$ cat config.mk
export PLATFORM = sky130hd
export DESIGN_NAME = arb_l0_n
export DESIGN_NICKNAME = d
export VERILOG_FILES = /design/src/rtl/arb_l0_n.sv
export SDC_FILE = /design/constraint.sdc
export NUM_CORES = 1
export LEC_CHECK = 0
export CAP_MARGIN = 40
export CORE_AREA = 2 2 200 202
export CTS_BUF_LIST = sky130_fd_sc_hd__clkbuf_8
export DETAILED_ROUTE_END_ITERATION = 10
export DIE_AREA = 0 0 202 204
export SLEW_MARGIN = 10
export SYNTH_ARGS = -nofsm -noshare
export SYNTH_HDL_FRONTEND = slang
export SYNTH_SLANG_ARGS = --single-unit
$ cat constraint.sdc
create_clock -name clk_i -period 3.8 [get_ports clk_i]
set_input_delay 0.76 -clock clk_i [delete_from_list [all_inputs] [get_ports clk_i]]
set_output_delay 0.76 -clock clk_i [all_outputs]
set_load 0.02 [all_outputs]
$ cat src/rtl/arb_l0_n.sv
// -----------------------------------------------------------------------------
// arb_l0_n : level-0 bus demultiplexer, one master to NSLAVES slaves.
//
// The slave is picked by the address field m_addr[SEL_LSB +: SEL_W]. Selects
// with no slave behind them go to an internal error slave. That slave accepts
// at once and answers reads one cycle later with ERR_RDATA.
//
// Reads are returned in order. Only one target may hold outstanding reads at
// any time. A request to a different target waits until every read to the
// current target has returned.
//
// Ports
//   clk_i    : clock, rising edge
//   rst_i    : asynchronous reset, active low
//   m_req    : master request
//   m_we     : master write enable (1 = write)
//   m_addr   : master address
//   m_be     : master byte enables
//   m_wdata  : master write data
//   m_ack    : request accepted this cycle
//   m_resp   : read data valid (one pulse per read)
//   m_rdata  : read data, zero when m_resp is low
//   s_req    : per-slave request, one bit per slave
//   s_we     : per-slave write enable (broadcast)
//   s_addr   : per-slave address (broadcast), slave k at [32k+31:32k]
//   s_be     : per-slave byte enables (broadcast), slave k at [4k+3:4k]
//   s_wdata  : per-slave write data (broadcast), slave k at [32k+31:32k]
//   s_ack    : per-slave accept
//   s_resp   : per-slave read response, single-cycle pulse
//   s_rdata  : per-slave read data, slave k at [32k+31:32k]
//
// Handshake: a master request completes in the cycle where m_req and m_ack
// are both high. m_ack is only asserted while m_req is high. The master holds
// its request stable until m_ack is seen. Read data comes back later as a
// single-cycle m_resp pulse, and m_resp has no ready or backpressure.
// -----------------------------------------------------------------------------
module arb_l0_n #(
   parameter int          NSLAVES   = 4,
   parameter int          SEL_W     = 3,
   parameter int          SEL_LSB   = 28,
   parameter int          MAX_OUT   = 4,
   parameter logic [31:0] ERR_RDATA = 32'hDEADBEEF
) (
   input  logic                    clk_i,
   input  logic                    rst_i,
   input  logic                    m_req,
   input  logic                    m_we,
   input  logic [31:0]             m_addr,
   input  logic [3:0]              m_be,
   input  logic [31:0]             m_wdata,
   output logic                    m_ack,
   output logic                    m_resp,
   output logic [31:0]             m_rdata,
   output logic [NSLAVES-1:0]      s_req,
   output logic [NSLAVES-1:0]      s_we,
   output logic [32*NSLAVES-1:0]   s_addr,
   output logic [4*NSLAVES-1:0]    s_be,
   output logic [32*NSLAVES-1:0]   s_wdata,
   input  logic [NSLAVES-1:0]      s_ack,
   input  logic [NSLAVES-1:0]      s_resp,
   input  logic [32*NSLAVES-1:0]   s_rdata
);

   // The target index is one bit wider than the select field. This lets the
   // error-slave index NSLAVES fit even when NSLAVES == 2**SEL_W.
   localparam int              TGT_W   = SEL_W + 1;
   localparam logic [TGT_W-1:0] ERR_IDX = TGT_W'(NSLAVES);
   localparam logic [3:0]       MAX_CNT = 4'(MAX_OUT);

   logic [3:0]       cnt;       // outstanding reads
   logic [TGT_W-1:0] cur;       // target that owns the outstanding reads
   logic             err_pend;  // error-slave read answer due this cycle

   logic [SEL_W-1:0] sel;
   logic [TGT_W-1:0] tgt;
   logic             allow;
   logic             tgt_ack;
   logic             cur_resp;
   logic [31:0]      cur_rdata;
   logic             cur_is_err;
   logic             rd_acc;
   logic             acc;

   assign sel = m_addr[SEL_LSB +: SEL_W];

   always_comb begin
      tgt = ERR_IDX;
      if ({1'b0, sel} < ERR_IDX) tgt = {1'b0, sel};
   end

   // The gate depends only on registered state and the request itself. That
   // keeps s_resp off every combinational path to s_req and m_ack.
   assign allow = rst_i
                & ((cnt == 4'd0) | (tgt == cur))
                & ~(~m_we & (cnt == MAX_CNT));

   // Request side: per-slave request plus the accept mux.
   always_comb begin
      tgt_ack = 1'b0;
      s_req   = '0;
      for (int k = 0; k < NSLAVES; k++) begin
         if (tgt == TGT_W'(k)) begin
            tgt_ack  = s_ack[k];
            s_req[k] = m_req & allow;
         end
      end
   end

   // The error slave accepts unconditionally.
   assign m_ack = m_req & allow & ((tgt == ERR_IDX) | tgt_ack);

   assign s_we    = {NSLAVES{m_we}};
   assign s_addr  = {NSLAVES{m_addr}};
   assign s_be    = {NSLAVES{m_be}};
   assign s_wdata = {NSLAVES{m_wdata}};

   // Response side: only the slave in cur is listened to.
   always_comb begin
      cur_resp  = 1'b0;
      cur_rdata = '0;
      for (int k = 0; k < NSLAVES; k++) begin
         if (cur == TGT_W'(k)) begin
            cur_resp  = s_resp[k];
            cur_rdata = s_rdata[32*k +: 32];
         end
      end
   end

   assign cur_is_err = (cur == ERR_IDX);

   // A response with cnt == 0 is stale (spurious, or from before a reset) and
   // is dropped here.
   assign m_resp  = rst_i & (cnt != 4'd0) & (cur_is_err ? err_pend : cur_resp);
   assign m_rdata = m_resp ? (cur_is_err ? ERR_RDATA : cur_rdata) : 32'h0;

   assign acc    = m_req & m_ack;
   assign rd_acc = acc & ~m_we;

   always_ff @(posedge clk_i or negedge rst_i) begin
      if (!rst_i) begin
         cnt      <= 4'd0;
         cur      <= '0;
         err_pend <= 1'b0;
      end else begin
         if (acc) cur <= tgt;
         // An accept and a retire in the same cycle cancel out.
         if (rd_acc && !m_resp)      cnt <= cnt + 4'd1;
         else if (!rd_acc && m_resp) cnt <= cnt - 4'd1;
         err_pend <= rd_acc & (tgt == ERR_IDX);
      end
   end

endmodule
* Yosys cells after proc, flatten, opt, wreduce, memory -nomap -nowiden
Cells that the tools add are included.
Word-level totals: register bits after elaboration 9, bits of input ports 208, output and inout bits 314, word-level logic and storage cells 61
Operators by class: $add $sub $neg 2, magnitude comparators 1, equal/unequal tests 10, multiplexer cells 22, bitwise logic cells 14, reduce and logical (&&, ||, !) cells 9
Operators by type and width (number):
- 32-bit two-way mux | 6
- 4-bit by 2-bit equality test with 1-bit output, second input constant | 4
- 1-bit two-way mux | 13
- 4-bit logical NOT | 3
- 1-bit AND | 10
- 4-bit by 1-bit equality test with 1-bit output, second input constant | 2
- 4-bit by 3-bit equality test with 1-bit output, second input constant | 2
- 4-bit two-way mux | 2
- 4-bit by 1-bit adder with 4-bit output, second input constant | 1
- 4-bit equality test | 1
- 4-bit nonzero test | 1
- 4-bit by 1-bit subtractor with 4-bit output, second input constant | 1
- 3-bit equality test, second input constant | 1
- 3-bit less-than comparator, second input constant | 1
- 3-bit two-way mux | 1
- 1-bit logical AND | 2
- 1-bit logical NOT | 2
- 1-bit NOT | 2
- 1-bit OR | 2
- 2-bit nonzero test | 1

* Logic depth before layout (Yosys ltp)
Gate-level depths: netlist of the first run.
word-level depth 15, depth in mapped cells 12, depth with buffers taken out 11

* Least setup slack after synthesis of the first run
Ideal clock, no wire load.
path kind input-to-reg, start input s_resp[3], end register cnt[3], arrival time 3.070 ns, required time 3.720 ns, setup slack 0.650 ns, cell stages on the path 11, cell sequence mux4_2 and2_1 o211ai_2 buf_2 ha_1 inv_1 ha_1 a21o_1 a21oi_1 mux2i_1 xnor2_1
On the way: cells in the longest elaborated chain, start to end 6
RTL lines:
- start: declaration | line 60 | input logic [NSLAVES-1:0] s_resp,
- 1-bit two-way mux (*) | line 122 | if (cur == TGT_W'(k)) begin
- 1-bit two-way mux (*) | line 133 | assign m_resp = rst_i & (cnt != 4'd0) & (cur_is_err ? err_pend : cur_resp);
- 1-bit AND (*) | line 133
- 1-bit logical NOT | line 147 | if (rd_acc && !m_resp) cnt <= cnt + 4'd1;
- 1-bit logical AND | line 147
- 4-bit two-way mux / 2-bit nonzero test (equally long branches)
- end signal: assignment | line 147
- end signal: assignment | line 148 | else if (!rd_acc && m_resp) cnt <= cnt - 4'd1;
- end: declaration | line 70 | logic [3:0] cnt;
Every way passes the cells marked *; elsewhere a longest branch is shown, timed or not. A chain may end at the register's enable or synchronous reset.

* Worst setup path in the final report of the first run
start input m_addr[28], end output m_ack
On the way: cells in the longest elaborated chain, start to end 9
RTL lines:
- start: declaration | line 48 | input logic [31:0] m_addr,
- 3-bit less-than comparator | line 88 | if ({1'b0, sel} < ERR_IDX) tgt = {1'b0, sel};
- 3-bit two-way mux (*) | line 88
- 4-bit logical NOT | line 102 | if (tgt == TGT_W'(k)) begin
- 1-bit two-way mux (4 in a row) | line 102
- 1-bit OR | line 110 | assign m_ack = m_req & allow & ((tgt == ERR_IDX) | tgt_ack);
- 1-bit AND (*) | line 110
- end: declaration | line 51 | output logic m_ack,
Marks and branches as above.

==> results of run 1 <==
-- how the worst max path moves through the flow --
stage | startpoint | to | slack, ps
6_report | m_addr[28] | m_ack | 110
5_1_grt | s_resp[0] | m_rdata[27] | 20
4_1_cts | m_addr[29] | s_req[3] | 80
3_5_place_dp | s_resp[0] | m_rdata[9] | 100
3_3_place_gp | s_resp[0] | m_rdata[27] | 110
2_1_floorplan | s_resp[3] | cnt[3]$_DFFE_PN0P_ | 650
-- per-stage QoR --
| stage | area [µm²] | utilization | power, mW | setup WS [ps] | hold slack (ps) |
|---|---|---|---|---|---|
| floorplan | 3920 | - | 1.57 | 650 | 464 |
| global placement | 4540 | 0.116 | 1.89 | 112 | 513 |
| CTS | 4590 | 0.117 | 2.01 | 78.8 | 545 |
| global route | 4590 | 0.117 | 2.14 | 21.3 | 585 |
| detailed placement | 4540 | 0.116 | 1.90 | 103 | 524 |
| finish | 4590 | 0.117 | 1.98 | 105 | 542 |
-- state kept, by name, summed over array words and instances (netlist names) --
signal,count
cnt,4
cur,3
err_pend,1
-- layer usage --
| metal | up-vias | track usage | part of all wire |
|---|---|---|---|
| met5 | - | 0.00357 | 0 |
| met4 | 0 | 0.0397 | 0.059 |
| met3 | 81 | 0.0426 | 0.16 |
| met2 | 306 | 0.109 | 0.46 |
| met1 | 1226 | 0.0591 | 0.32 |
| li1 | 1248 | - | - |
-- logic make-up after synthesis --
family,count (synthesis),share of synthesized area
xor gates and xnor gates,5,0.0112
DFF,8,0.0511
and+or+nand+nor,63,0.0831
AOI/OAI and AO/OA,74,0.142
muxes,38,0.140
adders and majority gates,4,0.0147
buffers and inverters,301,0.558
-- area by class of cell --
type	count	share of cell area
Inverter	4	0.00327
Timing Repair Buffer	218	0.466
Sequential cell	8	0.0441
Tap cell	525	0.143
Clock buffer	3	0.00899
Multi-Input combinational cell	184	0.333
Clock inverter	1	0.000817
-- cells in the final DEF (no fill, tap or decap), types with 3 or more instances in the layout --
| master | count |
|---|---|
| a211oi_1 | 16 |
| clkdlybuf4s50_1 | 195 |
| nor4_1 | 4 |
| dfrtp_1 | 6 |
| nor4b_1 | 3 |
| o2bb2ai_1 | 12 |
| inv_1 | 5 |
| nand2_1 | 15 |
| mux4_2 | 13 |
| clkbuf_8 | 3 |
| nor2_1 | 19 |
| mux2i_1 | 22 |
| nor2b_1 | 12 |
| ha_1 | 3 |
| buf_4 | 21 |
| o2bb2a_1 | 12 |
| a21oi_1 | 25 |
| xnor2_1 | 5 |
-- power groups by stage --
stage               Combinational, mW  Clock, mW  Sequential [mW]
CTS                              1.71      0.105            0.194
global placement                 1.70          0            0.192
detailed placement               1.70          0            0.195
floorplan                        1.41          0            0.167
global route                     1.82      0.110            0.205
finish                           1.68      0.104            0.192
-- worst max-delay path, delay by kind of cell --
kind	cells	cell delay, ps
compound gates	2	600
mux	1	70
buf+inv	3	1490
==> out/qor.yml, run 1 <==
fp.dieW_um: 202
num_rows: 73
dpl.hpwl_mm: 12.8
p_seq_frac: 0.097
grt_pass1_wl_mm: 20.1
leakage_nw: 1.47
first_global_vias: 3122
fin_crit_ps: 3690
peakVddDrop_mv: 0.196
slowest_stage: "clkdlybuf4s50_1"
cp.required_ps: 3040
initial_core_util: 0.0999
antenna_cells: 0
fin_tns_setup_ps: 0
first_iter_violations: 83
syn_area_per_cell_um2: 7.94
postCtsSetupBuffers: 0
power_density_nw_per_um2: 431
slew_headroom: 0.593
io_buffers: 196
hold_buffers: 0
wl_mm: 14.8
synth_top_area_frac: 0.533
critPathLaunchType: "primary input"
ys_types: 37
cts_sinks: 8
hold_viol: 0
coreArea_um2: 39200
clockPowerShare: 0.053
ys_ff_latch: 8
insertion_delay_ps: 230
setup_viol: 0
nFillCells: 4493
netlist_top_cells_count: "buf_4, a21oi_1, mux2i_1, nor2_1, a211oi_1"
place_congestion: 0.802
overflow: 0
cts_tree: "built"
worst-setup-path-type: "in -> out"
grt.total_usage: 0.0652
yosys.area.top_type: "buf_4"
yosysWarnings: 0
maxCapViolCount: 0
whs_path_depth: 1
r2r_setup_slack_ps: 680
switching_share: 0.492
combPwrFrac: 0.850
seq_area_um2: 203
synthCells: 493
p_int_mw: 1.00
synth_area_leaders: "buf_4, mux4_2, mux2i_1"
multi_input_comb_area_um2: 1530
dpl.cell_count: 939
r2r_end: "cnt[3]$_DFFE_PN0P_"
max_freq_ghz: 0.271
cts-resized-gates: 0
synth_fp_nets: 705
rr_startpoint: "cur[0]$_DFFE_PN0N_"
r2r_cells: 12
drtPass1Iterations: 4
fin_worst_skew_ps: 3.95
worst_path_most_repeated_cell: "clkdlybuf4s50_1"
die-area_um2: 41200
yosysMostFrequentCell: "buf_4"
die_h_um: 204
min_to: "cnt[3]$_DFFE_PN0P_"
area_delta_synth_final_pct: 17.3
min_from: "cnt[3]$_DFFE_PN0P_"
min_period_over_period: 0.972
grt_setup_unrepaired: "no"
slew_violations: 0
viasPerCell: 3.03
clock_path_buffers: 2
cp.arrival_ps: 2930
synth_ff_type: "dfrtp_1"
async_flop_share: 1.00
syn-cell-area_um2: 3920
fin_cells: 943
nNetsFinal: 631
io_pins: 522
cts_root_buf: "clkbuf_8"
end_kind: "output port"
wl_per_cell_um: 15.7
via_count: 2861
postRouteAntennaNets: 0
clk_transition_reported_paths_ps: 40
min_path_type: "reg -> reg"
grt_max_degree: 42
max_stage_delay_ps: 680
yosysSeqAreaShare: 0.0511
drc: 0
worstMarginPinSlew_ps: 610
drive_gt1_frac: 0.108
status: "finished clean"
synth_edf_count: 0
switchingPower_mw: 0.973
cts_buffers: 3
crit_fanout: 5
h-tree-depth: 1
cp_cell_sequence: "clkdlybuf4s50_1 > buf_4 > mux2i_1 > a22o_1 > a2111oi_4 > clkdlybuf4s50_1"
antenna_found_initial: 0
No activity file was read; power rests on OpenSTA's default activity.
==> run 2, diff against run 1 <==
--- a/config.mk
+++ b/config.mk
@@ -6,10 +6,11 @@
 export NUM_CORES = 1
 export LEC_CHECK = 0
 export CAP_MARGIN = 40
-export CORE_AREA = 2 2 200 202
-export CTS_BUF_LIST = sky130_fd_sc_hd__clkbuf_8
+export CORE_AREA = 2 2 203 205
+export CTS_BUF_LIST = sky130_fd_sc_hd__clkbuf_2
 export DETAILED_ROUTE_END_ITERATION = 10
-export DIE_AREA = 0 0 202 204
+export DIE_AREA = 0 0 205 207
+export GPL_TIMING_DRIVEN = 0
 export SLEW_MARGIN = 10
 export SYNTH_ARGS = -nofsm -noshare
 export SYNTH_HDL_FRONTEND = slang
==> constraint.sdc (replaced) <==
create_clock -name clk_i -period 3.2 [get_ports clk_i]
set_input_delay 0.64 -clock clk_i [delete_from_list [all_inputs] [get_ports clk_i]]
set_output_delay 0.64 -clock clk_i [all_outputs]
set_load 0.02 [all_outputs]
==> out/qor.yml, run 2 (synthesis gave the netlist of run 1 again) <==
holdWs_ps: 408
worstMarginPinSlew_ps: 548
via_count: 4737
grt_setup_unrepaired: "yes"
io_pins: 522
leakage_nw: 3.88
worst-setup-path-type: "in -> reg"
r2r_setup_slack_ps: 230
crit_fanout: 10
initial_core_util: 0.0970
min_period_over_period: 0.994
die_h_um: 207
grt.total_usage: 0.0844
end_kind: "register"
slew_violations: 0
peakVddDrop_mv: 0.234
regMostFlops: "cnt"
grt_pass1_wl_mm: 27.7
viasPerCell: 3.18
maxCapViolCount: 0
h-tree-depth: 1
clock_path_buffers: 2
min_path_type: "in -> async"
cp.arrival_ps: 3340
cts_tree: "built"
fin_cells: 1488
rr_startpoint: "cur[0]$_DFFE_PN0N_"
max_freq_ghz: 0.314
slew_headroom: 0.631
grt_max_degree: 14
wl_per_cell_um: 13.2
nNetsFinal: 1169
fp.dieW_um: 205
cts_sinks: 8
num_rows: 74
setup_viol: 0
r2r_end: "cnt[3]$_DFFE_PN0P_"
io_buffers: 455
drc: 0
r2r_cells: 13
hold_viol: 0
cts_root_buf: "clkbuf_2"
cp.required_ps: 3360
critPathLaunchType: "primary input"
postRouteAntennaNets: 0
insertion_delay_ps: 230
fin_worst_skew_ps: 2.52
cts_buffers: 3
overflow: 0
area_delta_synth_final_pct: 135
path_buf_inv: 4
drive_gt1_frac: 0.368
slowest_stage: "mux4_2"
drtPass1Iterations: 4
power_density_nw_per_um2: 333
final_cell_mix: "clkdlybuf4s50_1, buf_4, a21oi_1, mux2i_1, nor2_1"
status: "finished clean"
fin_crit_ps: 3180
max_stage_delay_ps: 450
wl_mm: 19.7
total_power_mw: 3.06
coreArea_um2: 40400
cp_cell_sequence: "clkdlybuf4s50_1 > mux4_2 > and2_4 > o211ai_4 > buf_6 > buf_12 > ha_2 > inv_2 > ha_1 > a21o_1 > a21oi_2 > mux2i_1 > xnor2_1"
place_congestion: 0.751
antenna_found_initial: 2
first_iter_violations: 91
layout_commonest_cell: "clkdlybuf4s50_1"
first_global_vias: 4608
largest_reg_flops: 4
critical-path-top-delay-family: "buffers and inverters"
dpl.cell_count: 1480
dpl.hpwl_mm: 17.9
nFillCells: 4477
clk_transition_reported_paths_ps: 80
die-area_um2: 42400
reg_top3: "cnt (4), cur (3), err_pend (1)"
[run 2: cell types whose count changed in the layout (fill, tap and decap cells not counted), moves of 2 or more]
cell	previous run	this run
buf_2	0	12
clkbuf_8	3	0
a211oi_1	16	14
dfrtp_1	6	8
clkdlybuf4s15_2	0	8
clkbuf_1	0	6
buf_4	21	290
clkdlybuf4s50_1	195	415
dfrtp_2	2	0
inv_1	5	3
clkbuf_2	0	10
dlygate4sd2_1	0	14
[run 2: layer usage]
layer	track usage	vias up	wire length (µm)
met3	0.0197	23	2040
li1	-	2323	-
met4	0.0290	2	579
met1	0.0816	2061	6510
met2	0.170	328	10500
met5	0	-	13
[run 2: area by class of cell]
cell class                      count  area (µm²)  area share
Sequential cell                     8         200      0.0218
Antenna cell                        1        2.50    0.000272
Tap cell                          532         666      0.0724
Buffer                            296        2200       0.239
Clock buffer                        3        15.0     0.00163
Multi-Input combinational cell    184        1590       0.173
Timing Repair Buffer              460        4510       0.491
Inverter                            4        15.0     0.00163
[run 2: worst register-to-register path: cells and delay by family (launching register included)]
kind            cells  cell delay (ps)
simple gates        2              670
buf+inv             4              590
fa+ha+maj           2              420
xor+xnor            1              130
compound gates      3              420
flops               1              450
mux                 1              220
[run 2: power by group]
part | internal, mW | switching [mW] | leakage (nW) | total [mW]
combinational | 1.40 | 1.38 | 3.77 | 2.78
sequential | 0.145 | 0.0751 | 0.0996 | 0.220
clock | 0.0256 | 0.0339 | 0.0125 | 0.0595
total | 1.57 | 1.49 | 3.88 | 3.06
[run 2: per-stage QoR]
| step | setup slack [ps] | utilization | instance area, µm² | setup TNS, ps |
|---|---|---|---|---|
| final | 19.6 | 0.228 | 9190 | 0 |
| after global routing | -113 | 0.228 | 9190 | -113 |
| after CTS | -46.4 | 0.228 | 9190 | -46.4 |
| after detailed placement | -832 | 0.226 | 9140 | -18890 |
| after global placement | -835 | 0.226 | 9140 | -18390 |
| after floorplan | 170 | - | 3920 | 0 |
[run 2: worst max-delay path by stage]
| stage | startpoint | endpoint | slack (ps) | cells past startpoint |
|---|---|---|---|---|
| 4_1_cts | s_resp[2] | cnt[3]$_DFFE_PN0P_ | -50 | 13 |
| 3_5_place_dp | rst_i | m_rdata[14] | -830 | 4 |
| 6_report | s_resp[2] | cnt[3]$_DFFE_PN0P_ | 20 | 13 |
| 2_1_floorplan | s_resp[3] | cnt[3]$_DFFE_PN0P_ | 170 | 11 |
| 3_3_place_gp | rst_i | m_rdata[14] | -830 | 4 |
| 5_1_grt | s_resp[2] | cnt[3]$_DFFE_PN0P_ | -110 | 13 |
[run 2: timing repair]
action,in CTS,in global routing
endpoints found under the setup margin,41,29
setup buffers,3,2
hold endpoints to repair,0,0
hold buffers,0,0
gates resized for setup,120,18
pin swaps,1,1
==> run 3, diff against run 2 <==
--- a/config.mk
+++ b/config.mk
@@ -11,6 +11,7 @@
 export DETAILED_ROUTE_END_ITERATION = 10
 export DIE_AREA = 0 0 205 207
 export GPL_TIMING_DRIVEN = 0
+export SKIP_CTS_REPAIR_TIMING = 1
 export SLEW_MARGIN = 10
 export SYNTH_ARGS = -nofsm -noshare
 export SYNTH_HDL_FRONTEND = slang
==> out/qor.yml, run 3 (synthesis gave the netlist of run 1 again) <==
final_area_um2: 9390
layout_commonest_cell: "clkdlybuf4s50_1"
place_ws_ps: -832
place_congestion: 0.751
area_delta_synth_final_pct: 140
placed_area_um2: 9140
drive_gt1_frac: 0.342
insertion_delay_ps: 240
die_h_um: 207
switchingPower_mw: 1.50
regMostFlops: "cnt"
critPathLaunchType: "register"
wl_mm: 19.8
coreArea_um2: 40400
drtPass1Iterations: 4
num_rows: 74
fin_cells: 1488
grt.total_usage: 0.0840
crit_fanout: 10
io_buffers: 455
rr_startpoint: "cur[0]$_DFFE_PN0N_"
crit_start: "cur[0]$_DFFE_PN0N_"
antenna_found_initial: 3
r2r_end: "cnt[3]$_DFFE_PN0P_"
wl_per_cell_um: 13.3
clock_path_buffers: 2
hold_viol: 0
leakage_nw: 4.48
total_power_mw: 3.14
min_period_over_period: 0.953
worst-setup-path-type: "reg -> out"
p_int_mw: 1.64
grt_pass1_wl_mm: 27.5
max_freq_ghz: 0.328
slew_violations: 0
reg_top3: "cnt (4), cur (3), err_pend (1)"
die-area_um2: 42400
crit_end: "m_rdata[7]"
io_pins: 522
viasPerCell: 3.20
clk_transition_reported_paths_ps: 80
clockPowerShare: 0.019
r2r_cells: 11
min_path_type: "in -> async"
cp.arrival_ps: 2410
combPwrFrac: 0.909
largest_reg_flops: 4
switching_share: 0.478
fin_ws_ps: 150
cts_tree: "built"
worstMarginPinSlew_ps: 582
cts_buffers: 3
p_seq_frac: 0.071
dpl.hpwl_mm: 17.9
setup_viol: 0
maxCapViolCount: 0
via_count: 4761
slew_headroom: 0.610
cts_root_buf: "clkbuf_2"
fin_tns_setup_ps: 0
end_kind: "output port"
first_global_vias: 4608
initial_core_util: 0.0970
status: "finished clean"
cp.required_ps: 2560
peakVddDrop_mv: 0.233
drc: 0
r2r_setup_slack_ps: 270
first_iter_violations: 98
overflow: 0
fin_worst_skew_ps: 3.49
dpl.cell_count: 1480
cts_sinks: 8
nNetsFinal: 1169
h-tree-depth: 1
power_density_nw_per_um2: 334
final_cell_mix: "clkdlybuf4s50_1, buf_4, dlymetal6s2s_1, a21oi_1, mux2i_1"
fp.dieW_um: 205
fin_crit_ps: 3050
grt_max_degree: 14
postRouteAntennaNets: 0
-- run 3: worst min-delay path by stage --
stage	depth (start not counted)	slack, ps	from	end
after global routing	1	310	rst_i	cur[1]$_DFFE_PN0N_
final	1	310	rst_i	cnt[0]$_DFFE_PN0P_
after CTS	1	530	cnt[3]$_DFFE_PN0P_	cnt[3]$_DFFE_PN0P_
after floorplan	0	340	rst_i	cnt[0]$_DFFE_PN0P_
after detailed placement	1	520	cnt[3]$_DFFE_PN0P_	cnt[3]$_DFFE_PN0P_
after global placement	1	510	cnt[3]$_DFFE_PN0P_	cnt[3]$_DFFE_PN0P_
-- run 3: routing by layer --
metal	wire length (µm)	GRT usage
met3	2100	0.0205
met5	11	0
met1	6510	0.0809
met2	10600	0.168
met4	615	0.0308
-- run 3: worst max-delay path: stages (launching register included) --
cell and delay, ps:
dfrtp_1 450, buf_4 220, or3b_4 420, nor2_2 150, o211ai_4 160, buf_8 180
buf_6 110, clkbuf_16 140, nor2_1 100, dlymetal6s2s_1 240
-- run 3: cell type report --
type                       count  area (µm²)
clock buffer                   3        15.0
tap                          532         666
buffer                       297        2210
sequential                     8         201
inverter                       4        15.0
fill                        4454       31000
antenna                        1        2.50
multi-input combinational    184        1580
timing repair buffer         459        4700
-- run 3: per-stage QoR --
step / util / hold slack (ps)
after floorplan: - / 344
after global placement: 0.226 / 509
after detailed placement: 0.226 / 518
after CTS: 0.227 / 531
after global routing: 0.233 / 309
final: 0.233 / 305
-- run 3: power by group through the flow --
| stage | sequential, mW | combinational [mW] | clock, mW |
|---|---|---|---|
| detailed placement | 0.225 | 2.78 | 0 |
| global route | 0.236 | 3.07 | 0.0679 |
| global placement | 0.224 | 2.78 | 0 |
| floorplan | 0.198 | 1.67 | 0 |
| finish | 0.224 | 2.85 | 0.0607 |
| CTS | 0.224 | 2.79 | 0.0618 |
